--- config.mk ---
export PLATFORM = sky130hd
export DESIGN_NAME = ssd_scan_ctl_flat
export DESIGN_NICKNAME = d
export VERILOG_FILES = /design/src/rtl/ssd_pkg.sv /design/src/rtl/ssd_scan_ctl_if.sv /design/src/rtl/ssd_scan_ctl_bcd_to_ssd.sv /design/src/rtl/ssd_scan_ctl.sv /design/src/flat_wrapper.sv
export SDC_FILE = /design/constraint.sdc
export NUM_CORES = 1
export LEC_CHECK = 0
export BUFFER_PORTS_ARGS = -buffer_cell sky130_fd_sc_hd__buf_4
export CAP_MARGIN = 20
export CORE_ASPECT_RATIO = 0.9
export CORE_UTILIZATION = 56
export DETAILED_ROUTE_END_ITERATION = 8
export PLACE_DENSITY = 0.78
export SETUP_SLACK_MARGIN = 0.02
export SLEW_MARGIN = 25
export SYNTH_ARGS = -nofsm -noshare
export SYNTH_HDL_FRONTEND = slang
export SYNTH_SLANG_ARGS = --single-unit
--- constraint.sdc ---
create_clock -name clk -period 6.3 [get_ports clk]
set_input_delay 1.26 -clock clk [delete_from_list [all_inputs] [get_ports clk]]
set_output_delay 1.26 -clock clk [all_outputs]
set_load 0.01 [all_outputs]
--- src/rtl/ssd_pkg.sv ---
// ssd_pkg: segment glyphs, scan FSM states and sizing helper for the seven-segment scanner.
package ssd_pkg;
    localparam logic [7:0] SSD_0    = 8'b0000_0011;
    localparam logic [7:0] SSD_1    = 8'b1001_1111;
    localparam logic [7:0] SSD_2    = 8'b0010_0101;
    localparam logic [7:0] SSD_3    = 8'b0000_1101;
    localparam logic [7:0] SSD_4    = 8'b1001_1001;
    localparam logic [7:0] SSD_5    = 8'b0100_1001;
    localparam logic [7:0] SSD_6    = 8'b0100_0001;
    localparam logic [7:0] SSD_7    = 8'b0001_1111;
    localparam logic [7:0] SSD_8    = 8'b0000_0001;
    localparam logic [7:0] SSD_9    = 8'b0000_1001;
    localparam logic [7:0] SSD_A    = 8'b0001_0001;
    localparam logic [7:0] SSD_B    = 8'b1100_0001;
    localparam logic [7:0] SSD_C    = 8'b0110_0011;
    localparam logic [7:0] SSD_D    = 8'b1000_0101;
    localparam logic [7:0] SSD_E    = 8'b0110_0001;
    localparam logic [7:0] SSD_F    = 8'b0111_0001;
    localparam logic [7:0] SSD_DASH = 8'b1111_1101;
    localparam logic [7:0] SSD_OFF  = 8'hFF;

    typedef enum logic {BLANK, SCAN} state_t;

    function automatic int idx_w(input int n);
        return (n > 1) ? $clog2(n) : 1;
    endfunction
endpackage

--- src/rtl/ssd_scan_ctl_if.sv ---
// ssd_scan_ctl_if: display data in / scanned segment and anode pins out.
interface ssd_scan_ctl_if
    import ssd_pkg::*;
#(parameter int N_DIGITS = 4);
    logic                          en;
    logic [4*N_DIGITS-1:0]         bcd_in;
    logic [N_DIGITS-1:0]           dp_in;
    logic                          blank_lead;
    logic [7:0]                    ssd_seg;
    logic [N_DIGITS-1:0]           ssd_an;
    logic [idx_w(N_DIGITS)-1:0]    digit_idx;
    logic                          frame_tick;

    modport master (output en, bcd_in, dp_in, blank_lead,
                    input  ssd_seg, ssd_an, digit_idx, frame_tick);
    modport slave  (input  en, bcd_in, dp_in, blank_lead,
                    output ssd_seg, ssd_an, digit_idx, frame_tick);
endinterface

--- src/rtl/ssd_scan_ctl_bcd_to_ssd.sv ---
// bcd_to_ssd: 4-bit code to active-low segments {a..g,dp}, with optional digit blanking.
module bcd_to_ssd
    import ssd_pkg::*;
#(parameter bit HEX_MODE = 1'b1)
(
    input  logic [3:0] code,
    input  logic       dp,
    input  logic       blank,
    output logic [7:0] seg
);
    logic [7:0] glyph;

    always_comb begin
        case (code)
            4'h0: glyph = SSD_0;
            4'h1: glyph = SSD_1;
            4'h2: glyph = SSD_2;
            4'h3: glyph = SSD_3;
            4'h4: glyph = SSD_4;
            4'h5: glyph = SSD_5;
            4'h6: glyph = SSD_6;
            4'h7: glyph = SSD_7;
            4'h8: glyph = SSD_8;
            4'h9: glyph = SSD_9;
            4'hA: glyph = HEX_MODE ? SSD_A : SSD_DASH;
            4'hB: glyph = HEX_MODE ? SSD_B : SSD_DASH;
            4'hC: glyph = HEX_MODE ? SSD_C : SSD_DASH;
            4'hD: glyph = HEX_MODE ? SSD_D : SSD_DASH;
            4'hE: glyph = HEX_MODE ? SSD_E : SSD_DASH;
            default: glyph = HEX_MODE ? SSD_F : SSD_DASH;
        endcase
        // every glyph has its dp bit high, so masking bit 0 applies the requested point
        seg = (blank ? SSD_OFF : glyph) & {7'h7F, ~dp};
    end
endmodule

--- src/rtl/ssd_scan_ctl.sv ---
// ssd_scan_ctl: prescaled one-digit-at-a-time scanner with per-frame snapshot and
// leading-zero suppression for a common-anode multi-digit display.
module ssd_scan_ctl
    import ssd_pkg::*;
#(
    parameter int N_DIGITS = 4,
    parameter int SCAN_DIV = 100000,
    parameter bit HEX_MODE = 1'b1
)
(
    input  logic clk,
    input  logic rst,
    ssd_scan_ctl_if.slave bus
);
    localparam int W  = idx_w(N_DIGITS);
    localparam int CW = $clog2(SCAN_DIV);

    state_t                state, state_n;
    logic [CW-1:0]         cnt;
    logic [W-1:0]          idx, idx_n;
    logic [4*N_DIGITS-1:0] frame_bcd, bcd_n;
    logic [N_DIGITS-1:0]   frame_dp, dp_n, lz;
    logic                  tick, wrap, snap, z;
    logic [7:0]            seg_n;

    // outputs are decoded from next-cycle state so they land together with the new idx
    always_comb begin
        tick    = bus.en && cnt == CW'(SCAN_DIV - 1);
        wrap    = state == BLANK || idx == W'(N_DIGITS - 1);
        snap    = tick && wrap;
        state_n = !bus.en ? BLANK : tick ? SCAN : state;
        idx_n   = !bus.en ? '0 : tick ? (wrap ? '0 : idx + W'(1)) : idx;
        bcd_n   = snap ? bus.bcd_in : frame_bcd;
        dp_n    = snap ? bus.dp_in : frame_dp;
        z       = 1'b1;
        lz      = '0;
        for (int k = N_DIGITS - 1; k >= 0; k--) begin
            z     = z && bcd_n[4*k +: 4] == 4'd0;
            lz[k] = z && k != 0 && bus.blank_lead;
        end
    end

    bcd_to_ssd #(.HEX_MODE(HEX_MODE)) u_dec (
        .code  (bcd_n[4*idx_n +: 4]),
        .dp    (dp_n[idx_n]),
        .blank (lz[idx_n]),
        .seg   (seg_n)
    );

    always_ff @(posedge clk or posedge rst) begin
        if (rst) begin
            state          <= BLANK;
            cnt            <= '0;
            idx            <= '0;
            frame_bcd      <= '0;
            frame_dp       <= '0;
            bus.ssd_seg    <= SSD_OFF;
            bus.ssd_an     <= '1;
            bus.digit_idx  <= '0;
            bus.frame_tick <= 1'b0;
        end else begin
            state          <= state_n;
            cnt            <= (!bus.en || tick) ? '0 : cnt + CW'(1);
            idx            <= idx_n;
            frame_bcd      <= bcd_n;
            frame_dp       <= dp_n;
            bus.ssd_seg    <= state_n == SCAN ? seg_n : SSD_OFF;
            bus.ssd_an     <= state_n == SCAN ? ~(N_DIGITS'(1) << idx_n) : '1;
            bus.digit_idx  <= idx_n;
            bus.frame_tick <= snap;
        end
    end
endmodule

--- src/flat_wrapper.sv ---
// flat-port wrapper written by rule: the top's interface ports become plain ports
module ssd_scan_ctl_flat import ssd_pkg::*;
#(
    parameter int N_DIGITS = 4,
    parameter int SCAN_DIV = 100000,
    parameter bit HEX_MODE = 1'b1
)
  (clk, rst, bus_en, bus_bcd_in, bus_dp_in, bus_blank_lead, bus_ssd_seg, bus_ssd_an, bus_digit_idx, bus_frame_tick);
  ssd_scan_ctl_if #(.N_DIGITS(N_DIGITS)) bus_i ();
  input  logic clk;
  input  logic rst;
  input wire logic [$bits(bus_i.en)-1:0] bus_en;
  input wire logic [$bits(bus_i.bcd_in)-1:0] bus_bcd_in;
  input wire logic [$bits(bus_i.dp_in)-1:0] bus_dp_in;
  input wire logic [$bits(bus_i.blank_lead)-1:0] bus_blank_lead;
  output wire logic [$bits(bus_i.ssd_seg)-1:0] bus_ssd_seg;
  output wire logic [$bits(bus_i.ssd_an)-1:0] bus_ssd_an;
  output wire logic [$bits(bus_i.digit_idx)-1:0] bus_digit_idx;
  output wire logic [$bits(bus_i.frame_tick)-1:0] bus_frame_tick;
  assign bus_i.en = bus_en;
  assign bus_i.bcd_in = bus_bcd_in;
  assign bus_i.dp_in = bus_dp_in;
  assign bus_i.blank_lead = bus_blank_lead;
  assign bus_ssd_seg = bus_i.ssd_seg;
  assign bus_ssd_an = bus_i.ssd_an;
  assign bus_digit_idx = bus_i.digit_idx;
  assign bus_frame_tick = bus_i.frame_tick;
  ssd_scan_ctl #(.N_DIGITS(N_DIGITS), .SCAN_DIV(SCAN_DIV), .HEX_MODE(HEX_MODE)) u_core (.clk(clk), .rst(rst), .bus(bus_i));
endmodule
## Word-level counts from Yosys, hierarchy flattened

Memories as Yosys holds them, arrays and structs flattened.
Cells that the tools add are included.

| cells by class | value |
|---|---|
| add/subtract/negate cells | 2 |
| muxes and demuxes | 15 |
| equal/unequal tests | 2 |
| shift-type cells | 2 |
| bitwise operators | 4 |
| reductions and logical operators | 13 |
| order comparisons | 1 |

Operator list:

| cell | count |
|---|---|
| 17-bit by 1-bit adder with 17-bit output (second input constant) | 1 |
| 17-bit equality test (second input constant) | 1 |
| 17-bit two-way mux | 1 |
| 16-bit two-way mux | 1 |
| 8-bit two-way mux | 2 |
| 16-bit by 5-bit indexed part select with 4-bit output | 1 |
| 4-bit zero test | 3 |
| 8-bit AND | 1 |
| 4-bit two-way mux | 2 |
| 1-bit logical AND | 7 |
| 2-bit two-way mux | 3 |
| 1-bit binary-select mux with 2-bit select | 2 |
| 1-bit two-way mux | 4 |
| 4-bit NOT | 1 |
| 1-bit by 2-bit << shifter with 4-bit output (first input constant) | 1 |
| 2-bit by 3-bit less-than comparator with 1-bit output (second input constant) | 1 |
| 2-bit by 1-bit adder with 2-bit output (second input constant) | 1 |
| 2-bit equality test (second input constant) | 1 |
| 1-bit logical OR | 2 |
| 1-bit NOT | 2 |
| 1-bit zero test | 1 |

| word-level totals | value |
|---|---|
| input port bits | 24 |
| logic and storage cells | 48 |
| output and inout port bits | 15 |
| register bits | 53 |
| memories | 1 |
| memory bits (read-only) | 112 |

Memory list:

| memory | words | width | read ports | clocked after memory_dff | write ports | line | RTL |
|---|---|---|---|---|---|---|---|
| (no name shown) | 16 | 7 | 1 | 0 | 0 | ssd_scan_ctl_bcd_to_ssd.sv:14 | `case (code)` |

## Depth between registers and ports, before layout

| logic depth | value |
|---|---|
| word-level depth | 13 |
| mapped depth | 16 |
| depth with buffers taken out | 14 |

## Hierarchy

From an unflattened synthesis, not the netlist that was laid out.

| second synthesis, totals | value |
|---|---|
| cell total of the unflattened synthesis | 302 |
| area total of the unflattened synthesis | 2911.5 um2 |

By module, submodules not included:

| module | instances | seq. area each (um2) | area each (um2) | cells an instance |
|---|---|---|---|---|
| ssd_scan_ctl | 1 | 1341.3 | 2613.8 | 265 |
| bcd_to_ssd | 1 | 0.0 | 297.8 | 37 |

## Least setup slack after synthesis

Ideal clock, no wire load.

| timing path | value |
|---|---|
| path kind | input -> register |
| start point | input bus_en |
| end point | register u_core.bus.ssd_seg[4] |
| cell stages on the path | 14 |
| slack | 3.040 ns |
| arrival time | 3.198 ns |
| buffers on the path | 2 |
| setup time | 0.062 ns |
| path through | nand2_1 > nor2_8 > buf_12 > buf_6 > mux2_2 > nand2_1 > nand2_1 > a21o_1 > inv_1 > ha_1 > inv_1 > mux2i_1 > mux2_2 > nand2_1 |

| on the way | value |
|---|---|
| longest elaborated chain between the ends | 12 |
| elaborated cells between the ends (all ways) | 22 |
| those cells by class | shift (1); mux (9); bitwise (1); reduce/logical (10); memory (1) |

Ends and longest elaborated chain:

| item | line | RTL |
|---|---|---|
| start, declared | flat_wrapper.sv:12 | `input wire logic [$bits(bus_i.en)-1:0] bus_en;` |
| 1-bit logical AND (*) | ssd_scan_ctl.sv:28 | `tick = bus.en && cnt == CW'(SCAN_DIV - 1);` |
| 1-bit logical AND (*) | ssd_scan_ctl.sv:30 | `snap = tick && wrap;` |
| via u_core.snap | ssd_scan_ctl.sv:23 | `logic tick, wrap, snap, z;` |
| 16-bit two-way mux (*) | ssd_scan_ctl.sv:33 | `bcd_n = snap ? bus.bcd_in : frame_bcd;` |
| via u_core.bcd_n[13] | ssd_scan_ctl.sv:21 | `logic [4*N_DIGITS-1:0] frame_bcd, bcd_n;` |
| branches (longest 6 deep; another with memory read 16 x 7 bit) | - |  |
| 8-bit two-way mux (*) | ssd_scan_ctl_bcd_to_ssd.sv:33 | `seg = (blank ? SSD_OFF : glyph) & {7'h7F, ~dp};` |
| 8-bit AND (*) | ssd_scan_ctl_bcd_to_ssd.sv:33 |  |
| 8-bit two-way mux (*) | ssd_scan_ctl.sv:67 | `bus.ssd_seg <= state_n == SCAN ? seg_n : SSD_OFF;` |
| end signal, assigned | ssd_scan_ctl.sv:67 |  |
| end, declared | ssd_scan_ctl_if.sv:17 | `output ssd_seg, ssd_an, digit_idx, frame_tick);` |

Mark *: on every way through the listed nets, which the timed path passes. The select of a mux whose other input is x is not followed.

## Worst setup path after layout

| timing path | value |
|---|---|
| start point | register u_core.cnt[0] |
| end point | register u_core.bus.ssd_seg[4] |

| on the way | value |
|---|---|
| longest elaborated chain between the ends | 13 |
| elaborated cells between the ends (all ways) | 23 |
| those cells by class | eq/ne (1); shift (1); mux (9); bitwise (1); reduce/logical (10); memory (1) |

Ends and longest elaborated chain:

| item | line | RTL |
|---|---|---|
| start, declared | ssd_scan_ctl.sv:19 | `logic [CW-1:0] cnt;` |
| start signal, assigned | ssd_scan_ctl.sv:63 | `cnt <= (!bus.en \|\| tick) ? '0 : cnt + CW'(1);` |
| 17-bit equality test (*) | ssd_scan_ctl.sv:28 |  |
| 1-bit logical AND (*) | ssd_scan_ctl.sv:28 |  |
| branches (longest 10 deep; another with memory read 16 x 7 bit) | - |  |
| 8-bit two-way mux (*) | ssd_scan_ctl.sv:67 |  |

Mark *: on every way between the ends. The select of a mux whose other input is x is not followed.

==> metrics.md <==
| Metric | Value |
|---|---|
| Status | completed |
| # hold bufs at CTS | 0 |
| TritonCTS Buffers | 5 |
| Final net count | 309 |
| Max cap viols | 0 |
| Cell area after synthesis | 2706 µm² |
| Max-slew headroom | 52.97% |
| RSZ-0062 raised after global routing | false |
| Kind of start point of the critical path | flip-flop |
| Num Clock Sinks | 53 |
| Crit. Startpoint | u_core.cnt[0]$_DFF_PP0_ |
| CP Data Required Time | 6.54 ns |
| Critical path arrival | 3.64 ns |
| FF-to-FF Start | u_core.cnt[0]$_DFF_PP0_ |
| WS Path Type | reg -> reg |
| Antenna viol nets, final | 0 |
| IO Pins | 39 |
| Post-CTS sizing | 0 |
| VDD IR max | 127.3 µV |
| Fin area | 3105 µm² |
| Final setup viols | 0 |
| Final RePlAce weighted congestion | 0.8660 |
| Chip height | 67.95 µm |
| Initial detailed-routing violation count | 139 |
| Slowest cell on crit path | mux2i_2 |
| HPWL after detailed placement | 3.526 mm |
| Worst-Skew Late Latency | 0.31 ns |
| Peak Freq | 293.8 MHz |
| Vias/cell | 5.294 |
| Die W | 75.28 µm |
| Total wire length | 4.876 mm |
| Avg Cell Area, Syn | 11.47 µm² |
| Ratio of cells with drive above 1 in the final layout | 29.14% |
| Worst hold stages | 1 |
| DIE AREA | 5115 µm² |
| WL/cell | 14.34 µm |
| Worst Reg-to-Reg Cells | 14 |
| Largest net degree at the start of global routing | 54 |
| Final Slew Violations | 0 |
| Cell leakage power | 1.527 nW |
| GRT overflow | 0 |
| Sequential fraction of the synthesis area | 49.56% |
| Hold Crit Class | reg -> reg |
| Gate Count Post-Synth | 236 |
| Port Buffer Count | 38 |
| GRT Overall Usage | 21.84% |
| Row cnt | 23 |
| Final min period | 3.403 ns |
| YS warnings | 0 |
| Final hold vios | 0 |
| Inserted Diodes | 0 |
| Drt first pass iters | 4 |
| Placed Area | 3025 µm² |
| Synthesis-to-finish area growth | 14.75% |
| Cell variety after synth | 45 |
| CTS tree | done |
| Cell mode on critical path | nand2_1 |
| H-tree levels | 2 |
| Period utilization | 54.02% |
| Start point of the worst hold path | u_core.cnt[0]$_DFF_PP0_ |
| Power Density | 177.3 nW/µm² |
| Setup Buffers After CTS | 0 |
| Core ar. | 4547 µm² |
| Worst slew pin tran | 0.6917 ns |
| Post-Syn Nets | 268 |
| Initial antenna violation count | 0 |
| CP Cell Sequence | ha_1 -> and4_1 -> nand4_4 -> mux2i_2 -> inv_2 -> nand2_1 -> nand2_1 -> a21o_1 -> inv_1 -> ha_1 -> inv_1 -> mux2i_1 -> mux2_2 -> nand2_1 |
| Vias | 1800 |
| First-pass GRT wire length | 8.224 mm |
| Clock slew at reported path FFs | 0.09 ns |
| Crit-path max FO | 12 |
| Clock Skews | 0.01184 ns |
| WHS | 0.4938 ns |
| Vias in the first global route | 1781 |
| Synth Register Bits | 53 |
| Clock Root Buffer | clkbuf_8 |
| Largest stage delay, worst path | 0.63 ns |
| CTS max path bufs | 2 |
| Setup crit end kind | flip-flop |
| Final setup TNS | 0 ns |
| Initial Utilization | 59.52% |
| DRC violations left | 0 |
kinds of logic (layout without fill, tap and decap cells):
family,after synthesis,after routing,share of synthesized area [%]
DFF,53,53,49.56
adders and majority gates,8,8,3.699
xor gates and xnor gates,14,14,4.531
AOI/OAI and AO/OA,19,19,5.734
buffers and inverters,29,71,5.363
muxes,36,36,14.70
and+or+nand+nor,77,77,16.41
state kept, by name, indices dropped and copies added (netlist names):
name	flops
u_core.bus.digit_idx	2
u_core.frame_dp	4
u_core.bus.ssd_seg	8
u_core.state	1
u_core.bus.ssd_an	4
u_core.bus.frame_tick	1
u_core.cnt	17
u_core.frame_bcd	16
cell type report:
cell class / instances / area, µm²
fill: 379 / 1441
sequential: 53 / 1341
multi-input combinational: 154 / 1220
timing repair buffer: 40 / 300.3
inverter: 23 / 86.33
clock buffer: 8 / 80.08
tap: 62 / 77.57
cell usage after synthesis (all sizes together):
library cell  count  area (µm²)
o211ai            5       37.54
and4b             1       10.01
nand4             6       52.55
and3b             1       8.760
nor2             23       102.6
ha                8       100.1
nor4b             2       47.55
mux4              1       26.28
nand2            19       71.32
xor2             11       96.34
inv              23       86.33
o221a             1       11.26
a21o              1       7.510
o221ai            2       17.52
o31a              1       8.760
and3              2       12.51
nand2b            5       33.78
or2               2       12.51
dfstp            12       315.3
xnor2             3       26.28
and4              1       8.760
clkbuf            1       3.750
dfrtp            41        1026
nor4              1       6.260
or3               3       18.77
buf               5       55.05
mux2i            21       214.0
o22ai             1       6.260
o21ai             5       40.04
nand4b            1       8.760
a21oi             3       26.28
nand3            10       50.05
mux2             14       157.7
worst max-delay path: cells and delay by family, from the launching register on:
kind	cells	cell delay, ns
muxes	3	0.95
buffers and inverters	3	0.44
adders and majority gates	2	0.48
DFF	1	0.40
AOI/OAI and AO/OA	1	0.24
and+or+nand+nor	5	0.81
path summary, 6_finish.rpt:
check,to,slack (ns)
hold / removal,u_core.cnt[0]$_DFF_PP0_,0.49
setup / recovery,u_core.bus.ssd_seg[4]$_DFF_PP1_,2.90
min in group asynchronous,u_core.frame_bcd[1]$_DFF_PP0_,1.13
setup reg to reg,u_core.bus.ssd_seg[4]$_DFF_PP1_,2.90
max in group asynchronous,u_core.frame_bcd[3]$_DFF_PP0_,4.75
hold reg to reg,u_core.cnt[0]$_DFF_PP0_,0.49
power by group:
part           switching (W)  internal, W   total, W
clock network       0.000104    0.0000792   0.000183
logic              0.0000129    0.0000114  0.0000243
registers         0.00000163     0.000342   0.000343
stage by stage:
step / power (W) / worst slack (ns) / util [%] / std cells
global placement: 0.0003745 / 2.747 / 66.54 / 332
global route: 0.0005692 / 2.706 / 68.30 / 340
finish: 0.0005505 / 2.897 / 68.30 / 340
floorplan: 0.0003595 / 3.040 / - / 236
CTS: 0.0005544 / 2.902 / 68.30 / 340
detailed placement: 0.0003747 / 2.663 / 66.54 / 332
metal layers:
layer	GRT usage [%]	share of wire, %	vias up
met4	9.491	1.3	0
met1	28.05	46	878
met2	35.94	49	36
met5	0	0	-
li1	-	-	881
met3	4.418	3.4	5
placed cells by master (no fill, tap or decap), types with 2 or more instances in the layout:
master | synthesis | layout
clkbuf_8 | 0 | 5
nand4_1 | 5 | 5
nand2b_1 | 4 | 4
dfstp_2 | 12 | 12
dfrtp_1 | 41 | 41
mux2_2 | 12 | 12
o211ai_1 | 5 | 5
a21oi_1 | 2 | 2
clkbuf_1 | 1 | 3
or2_1 | 2 | 2
xnor2_1 | 3 | 3
nor4b_4 | 2 | 2
xor2_1 | 11 | 11
and3_1 | 2 | 2
o221ai_1 | 2 | 2
inv_2 | 1 | 2
o21ai_0 | 3 | 3
or3_1 | 3 | 3
nand3_1 | 10 | 10
ha_1 | 8 | 8
nand2_1 | 19 | 19
buf_4 | 1 | 40
inv_1 | 22 | 21
mux2_1 | 2 | 2
mux2i_1 | 20 | 20
nor2_1 | 22 | 22
Power figures use the tool's default switching activity.
